==> src/rtl/tl_pkg.sv <==
// Shared types for the timed traffic-light controller: phase encoding, lamp set and decode.
// The FLASH enumerator is only reachable when FLASH_MODE_EN is defined.
package tl_pkg;

    typedef enum logic [2:0] {
        GR    = 3'd0,
        YR    = 3'd1,
        RR1   = 3'd2,
        RG    = 3'd3,
        RY    = 3'd4,
        RR2   = 3'd5,
        PED   = 3'd6,
        FLASH = 3'd7
    } state_t;

    typedef struct packed {
        logic mg;
        logic my;
        logic mr;
        logic sg;
        logic sy;
        logic sr;
        logic ped;
    } lamp_t;

    function automatic lamp_t lamp_decode(input state_t s, input logic blink);
        lamp_t l;
        l = '0;
        case (s)
            GR:      begin l.mg = 1'b1; l.sr = 1'b1; end
            YR:      begin l.my = 1'b1; l.sr = 1'b1; end
            RG:      begin l.mr = 1'b1; l.sg = 1'b1; end
            RY:      begin l.mr = 1'b1; l.sy = 1'b1; end
            PED:     begin l.mr = 1'b1; l.sr = 1'b1; l.ped = 1'b1; end
            FLASH:   begin l.my = blink; l.sr = blink; end
            default: begin l.mr = 1'b1; l.sr = 1'b1; end
        endcase
        return l;
    endfunction

endpackage

==> src/rtl/tl_phase_timer.sv <==
// Phase down-counter: loads a value, decrements on en while nonzero, flags zero.
module tl_phase_timer #(
    parameter int unsigned CNT_W = 8
) (
    input  logic             clk,
    input  logic             load,
    input  logic             en,
    input  logic [CNT_W-1:0] value,
    output logic             zero
);

    logic [CNT_W-1:0] cnt_q, cnt_d;

    always_comb begin
        cnt_d = cnt_q;
        if (load) begin
            cnt_d = value;
        end else if (en && (cnt_q != '0)) begin
            cnt_d = cnt_q - CNT_W'(1);
        end
    end

    always_ff @(posedge clk) begin
        cnt_q <= cnt_d;
    end

    assign zero = (cnt_q == '0);

endmodule

==> src/rtl/traffic_light_timed.sv <==
// Timed, actuated two-road traffic-light controller with pedestrian phase.
// Optional night flash mode is built only when FLASH_MODE_EN is defined.
module traffic_light_timed
    import tl_pkg::*;
#(
    parameter int unsigned CNT_W  = 8,
    parameter int unsigned MAIN_G = 8,
    parameter int unsigned SIDE_G = 4,
    parameter int unsigned YEL    = 2,
    parameter int unsigned ALLRED = 1,
    parameter int unsigned PED_T  = 4
) (
    input  logic   clk,
    input  logic   resetN,
    input  logic   en,
    input  logic   pedButton,
    input  logic   sideCar,
    input  logic   flash,
    output logic   MG,
    output logic   MY,
    output logic   MR,
    output logic   SG,
    output logic   SY,
    output logic   SR,
    output logic   pedLight,
    output logic   pedOn,
    output logic   sideOn,
    output logic   newCycle,
    output state_t phase
);

    localparam logic [63:0] MaxDur = 64'd1 << CNT_W;

    if (MAIN_G < 1 || SIDE_G < 1 || YEL < 1 || ALLRED < 1 || PED_T < 1) begin : g_bad_min
        $fatal(1, "traffic_light_timed: every duration must be >= 1");
    end
    if (64'(MAIN_G) > MaxDur || 64'(SIDE_G) > MaxDur || 64'(YEL) > MaxDur ||
        64'(ALLRED) > MaxDur || 64'(PED_T) > MaxDur) begin : g_bad_max
        $fatal(1, "traffic_light_timed: a duration exceeds 2**CNT_W");
    end

    state_t           state_q, state_d;
    logic             ped_on_q, ped_on_d;
    logic             side_on_q, side_on_d;
    logic             new_cycle_q, new_cycle_d;
    logic             blink;
    logic             load;
    logic             cnt_zero;
    logic [CNT_W-1:0] load_val;
    lamp_t            lamps;

    always_comb begin
        state_d = state_q;
        if (en && cnt_zero) begin
            case (state_q)
                GR:      if (side_on_q || ped_on_q) state_d = YR;
                YR:      state_d = RR1;
                RR1:     state_d = RG;
                RG:      state_d = RY;
                RY:      state_d = RR2;
                RR2:     state_d = ped_on_q ? PED : GR;
                default: state_d = GR;
            endcase
        end
`ifdef FLASH_MODE_EN
        // Flash overrides the normal sequence from any phase.
        if (en) begin
            if (flash) begin
                state_d = FLASH;
            end else if (state_q == FLASH) begin
                state_d = RR2;
            end
        end
`endif
    end

    always_comb begin
        case (resetN ? state_d : GR)
            YR, RY:   load_val = CNT_W'(YEL - 1);
            RR1, RR2: load_val = CNT_W'(ALLRED - 1);
            RG:       load_val = CNT_W'(SIDE_G - 1);
            PED:      load_val = CNT_W'(PED_T - 1);
            default:  load_val = CNT_W'(MAIN_G - 1);
        endcase
        load = !resetN || (state_d != state_q);
    end

    // A new request in the same clk as the clearing transition keeps the latch set.
    always_comb begin
        ped_on_d    = pedButton || (ped_on_q && !(state_d == PED && state_q != PED));
        side_on_d   = sideCar || (side_on_q && !(state_d == RG && state_q != RG));
        new_cycle_d = (state_d == GR) && (state_q != GR);
    end

`ifdef FLASH_MODE_EN
    logic blink_q, blink_d;

    always_comb begin
        blink_d = blink_q;
        if (en) begin
            blink_d = (state_q == FLASH) ? !blink_q : 1'b1;
        end
    end

    assign blink = blink_q;
`else
    logic unused_flash;
    assign unused_flash = flash;
    assign blink        = 1'b0;
`endif

    always_ff @(posedge clk) begin
        if (!resetN) begin
            state_q     <= GR;
            ped_on_q    <= 1'b0;
            side_on_q   <= 1'b0;
            new_cycle_q <= 1'b0;
`ifdef FLASH_MODE_EN
            blink_q     <= 1'b0;
`endif
        end else begin
            state_q     <= state_d;
            ped_on_q    <= ped_on_d;
            side_on_q   <= side_on_d;
            new_cycle_q <= new_cycle_d;
`ifdef FLASH_MODE_EN
            blink_q     <= blink_d;
`endif
        end
    end

    tl_phase_timer #(
        .CNT_W(CNT_W)
    ) u_timer (
        .clk  (clk),
        .load (load),
        .en   (en),
        .value(load_val),
        .zero (cnt_zero)
    );

    assign lamps    = lamp_decode(state_q, blink);
    assign MG       = lamps.mg;
    assign MY       = lamps.my;
    assign MR       = lamps.mr;
    assign SG       = lamps.sg;
    assign SY       = lamps.sy;
    assign SR       = lamps.sr;
    assign pedLight = lamps.ped;
    assign pedOn    = ped_on_q;
    assign sideOn   = side_on_q;
    assign newCycle = new_cycle_q;
    assign phase    = state_q;

endmodule

==> config.mk <==
export PLATFORM = sky130hd
export DESIGN_NAME = traffic_light_timed
export DESIGN_NICKNAME = d
export VERILOG_FILES = /design/src/rtl/tl_pkg.sv /design/src/rtl/tl_phase_timer.sv /design/src/rtl/traffic_light_timed.sv
export SDC_FILE = /design/constraint.sdc
export NUM_CORES = 1
export LEC_CHECK = 0
export CAP_MARGIN = 20
export CORE_AREA = 2 2 46 48
export DETAILED_ROUTE_END_ITERATION = 12
export DIE_AREA = 0 0 48 50
export PLACE_DENSITY = 0.79
export SETUP_SLACK_MARGIN = 0.1
export SYNTH_ARGS = -nofsm -noshare
export SYNTH_HDL_FRONTEND = slang
export SYNTH_SLANG_ARGS = --single-unit
export TNS_END_PERCENT = 5
==> constraint.sdc <==
create_clock -name clk -period 2.5 [get_ports clk]
set_input_delay 0.5 -clock clk [delete_from_list [all_inputs] [get_ports clk]]
set_output_delay 0.5 -clock clk [all_outputs]
set_load 0.1 [all_outputs]
==> impl_metrics.ini <==
[logic_synthesis]
synth_xor_area_share_pct = 4.07
async_reset_ff_share_pct = 0
synth_mux_area_share_pct = 5.23
synth_area_leaders = edfxtp_1, dfxtp_1, nor2_1, a21oi_1, mux2i_1
syn_inst = 92
ys_ff_latch = 14
yosysTopAreaCellShare_pct = 27.9
yosysWarnings = 0
synth_cell_type_count = 37
synth_compound_area_share_pct = 14.0
synthAdderAreaFrac_pct = 2.91
yosysTopAreaCell = edfxtp_1
synth_area_um2 = 861
synth_fp_nets = 100
synthTopCellsByCount = nor2_1, edfxtp_1, a21oi_1, dfxtp_1, nand2_1
synth_top_family_by_area = simple AND/OR/NAND/NOR gates
avgSynthCellArea_um2 = 9.36
seq_area_frac_synth_pct = 41.9
synth.most_common_cell = nor2_1
synth_edf_count = 8
synth-simple-area-share_pct = 28.5
synth-main-ff-cell = edfxtp_1

[detailed_routing]
drtPass1Iterations = 2
num_vias = 750
routedWlPerCell_um = 12.5
viasPerCell = 5.36
ant_nets = 0
finalWirelength_mm = 1.75
drc = 0
drt_iter0_markers = 7

[placement]
port_buffers = 17
place_area_um2 = 1100
finalWeightedCongestion = 0.815
dp_hpwl_mm = 1.34

[floorplanning]
fp.coreArea_um2 = 1900
ios = 19
initial_core_util_pct = 45.3
die_y_um = 50
num_rows = 16
dieArea_um2 = 2400
die_w_um = 48

[global_routing]
grt.total_usage_pct = 16.7
grt_pass1_vias = 696
grt_max_degree = 16
grt_pass1_wl_mm = 2.95
antenna_found_initial = 0
grt.overflow.total = 0

[cells_and_area]
layout-drive-gt1-share_pct = 32.7
fin_util_pct = 59.5
area_delta_synth_final_pct = 31.4
n_antenna_cell = 0
num-nets-final = 122
fin_area_um2 = 1130

[worst_setup_path]
cp_slowest_cell = mux2i_1
worstPathRequired_ns = 2.52
critPathCaptureType = flop
cp_max_fo = 6
path_cells = inv_1 -> ha_1 -> and4bb_2 -> nand2_4 -> mux2i_1 -> and4_4 -> a311oi_1
worst_ep_arrival_time_ns = 2.10
path_delay_family = simple AND/OR/NAND/NOR gates
reg2reg_setup_slack_ns = 0.42
start_kind = flop
critPathMaxStageDelay_ns = 0.41
cp_num_buf_inv = 1
worstSetupPathType = reg2reg

[sta]
max_slew_margin_pct = 71.8
max_slew.worst_pin.slew_ns = 0.411
hold_viol = 0
post-route-min-period_ns = 2.08
hold-worst-slack_ns = 0.524
drv_slew = 0
max_freq_mhz = 482
grt_setup_unrepaired = false
clock_skew_ns = 0.00273
fin_crit_sh_pct = 83.1
fin_tns_setup_ns = 0
setup_viol = 0

[power]
p_leak_uw = 0.000467
ir_drop_uv = 253
p_per_area_nw_per_um2 = 413
finalPower_uw = 467

[clock_network]
cts_tree = done
cts-buffers-inserted = 3
cts_buffer_depth = 2
clkSinkCount = 14
cts_setup_buffers = 0
ctsHoldBuffers = 0
cts-htree-levels = 1
cts-root-buf = clkbuf_4
post_cts_resized = 0
path_clk_slew_ns = 0.08
clock_latency_ns = 0.28

[status]
status = complete, no violations

[job]
drv_cap = 0

[hold_path]
min-delay-path-class = reg2reg
==> metal layers <==
layer	part of all wire (%)	wire [um]	GRT usage, %	up-vias
met3	3.6	63	2.56	5
met1	46	798	21.7	352
met2	49	856	26.0	14
met4	1.8	31	7.66	0
met5	0	0	0	-
li1	-	-	-	379
==> flip-flops by register name (all words and copies together) (netlist names) <==
register,flops
u_timer.cnt_q,8
sideOn,1
newCycle,1
pedOn,1
phase,3
==> final cells by class <==
type	instances	area (um^2)
Sequential cell	14	369
Multi-Input combinational cell	70	510
Tap cell	27	33.8
Fill cell	167	771
Inverter	5	18.8
Clock inverter	1	3.75
Clock buffer	3	22.5
Timing Repair Buffer	20	173
==> logic make-up after synthesis <==
group,Yosys count
multiplexers,4
AND/OR/NAND/NOR,42
flip-flops,14
buffers and inverters,8
adder cells (fa/ha/maj),2
AO/OA/AOI/OAI,18
XOR/XNOR,4
==> final timing paths <==
kind	startpoint	to	cells after the start
max reg2reg	u_timer.cnt_q[0]	u_timer.cnt_q[1]	7
max	u_timer.cnt_q[0]	u_timer.cnt_q[1]	7
min reg2reg	sideOn	sideOn	2
min	sideOn	sideOn	2
==> placed cells by master, fill, tap and decap left out, drive strengths merged, types with 3 or more instances in the layout <==
| cell | count |
|---|---|
| mux2i | 3 |
| or3 | 3 |
| inv | 4 |
| clkdlybuf4s50 | 4 |
| xor2 | 3 |
| a21oi | 6 |
| nand2b | 3 |
| dfxtp | 6 |
| nor2 | 13 |
| edfxtp | 8 |
| nand2 | 7 |
| clkbuf | 3 |
| nor4 | 3 |
| nand3 | 3 |
| buf | 16 |
==> stage by stage <==
step           cells  setup slack (ns)
3_3_place_gp     136             0.193
2_1_floorplan     92            0.0424
4_1_cts          140             0.403
6_report         140             0.424
3_5_place_dp     136             0.153
5_1_grt          140             0.222
==> power by group <==
group	leakage (uW)	switching, uW	total, uW	internal [uW]
combinational	0.000319	40.2	66.7	26.5
clock	0.0000154	70.8	129	57.9
sequential	0.000133	14.9	272	257
==> worst min-delay path, delay by kind of cell, from the launching register on <==
family	cells	cell delay, ns
and+or+nand+nor	1	0.07
AOI/OAI and AO/OA	1	0.07
DFF	1	0.36
Power figures use the tool's default switching activity.
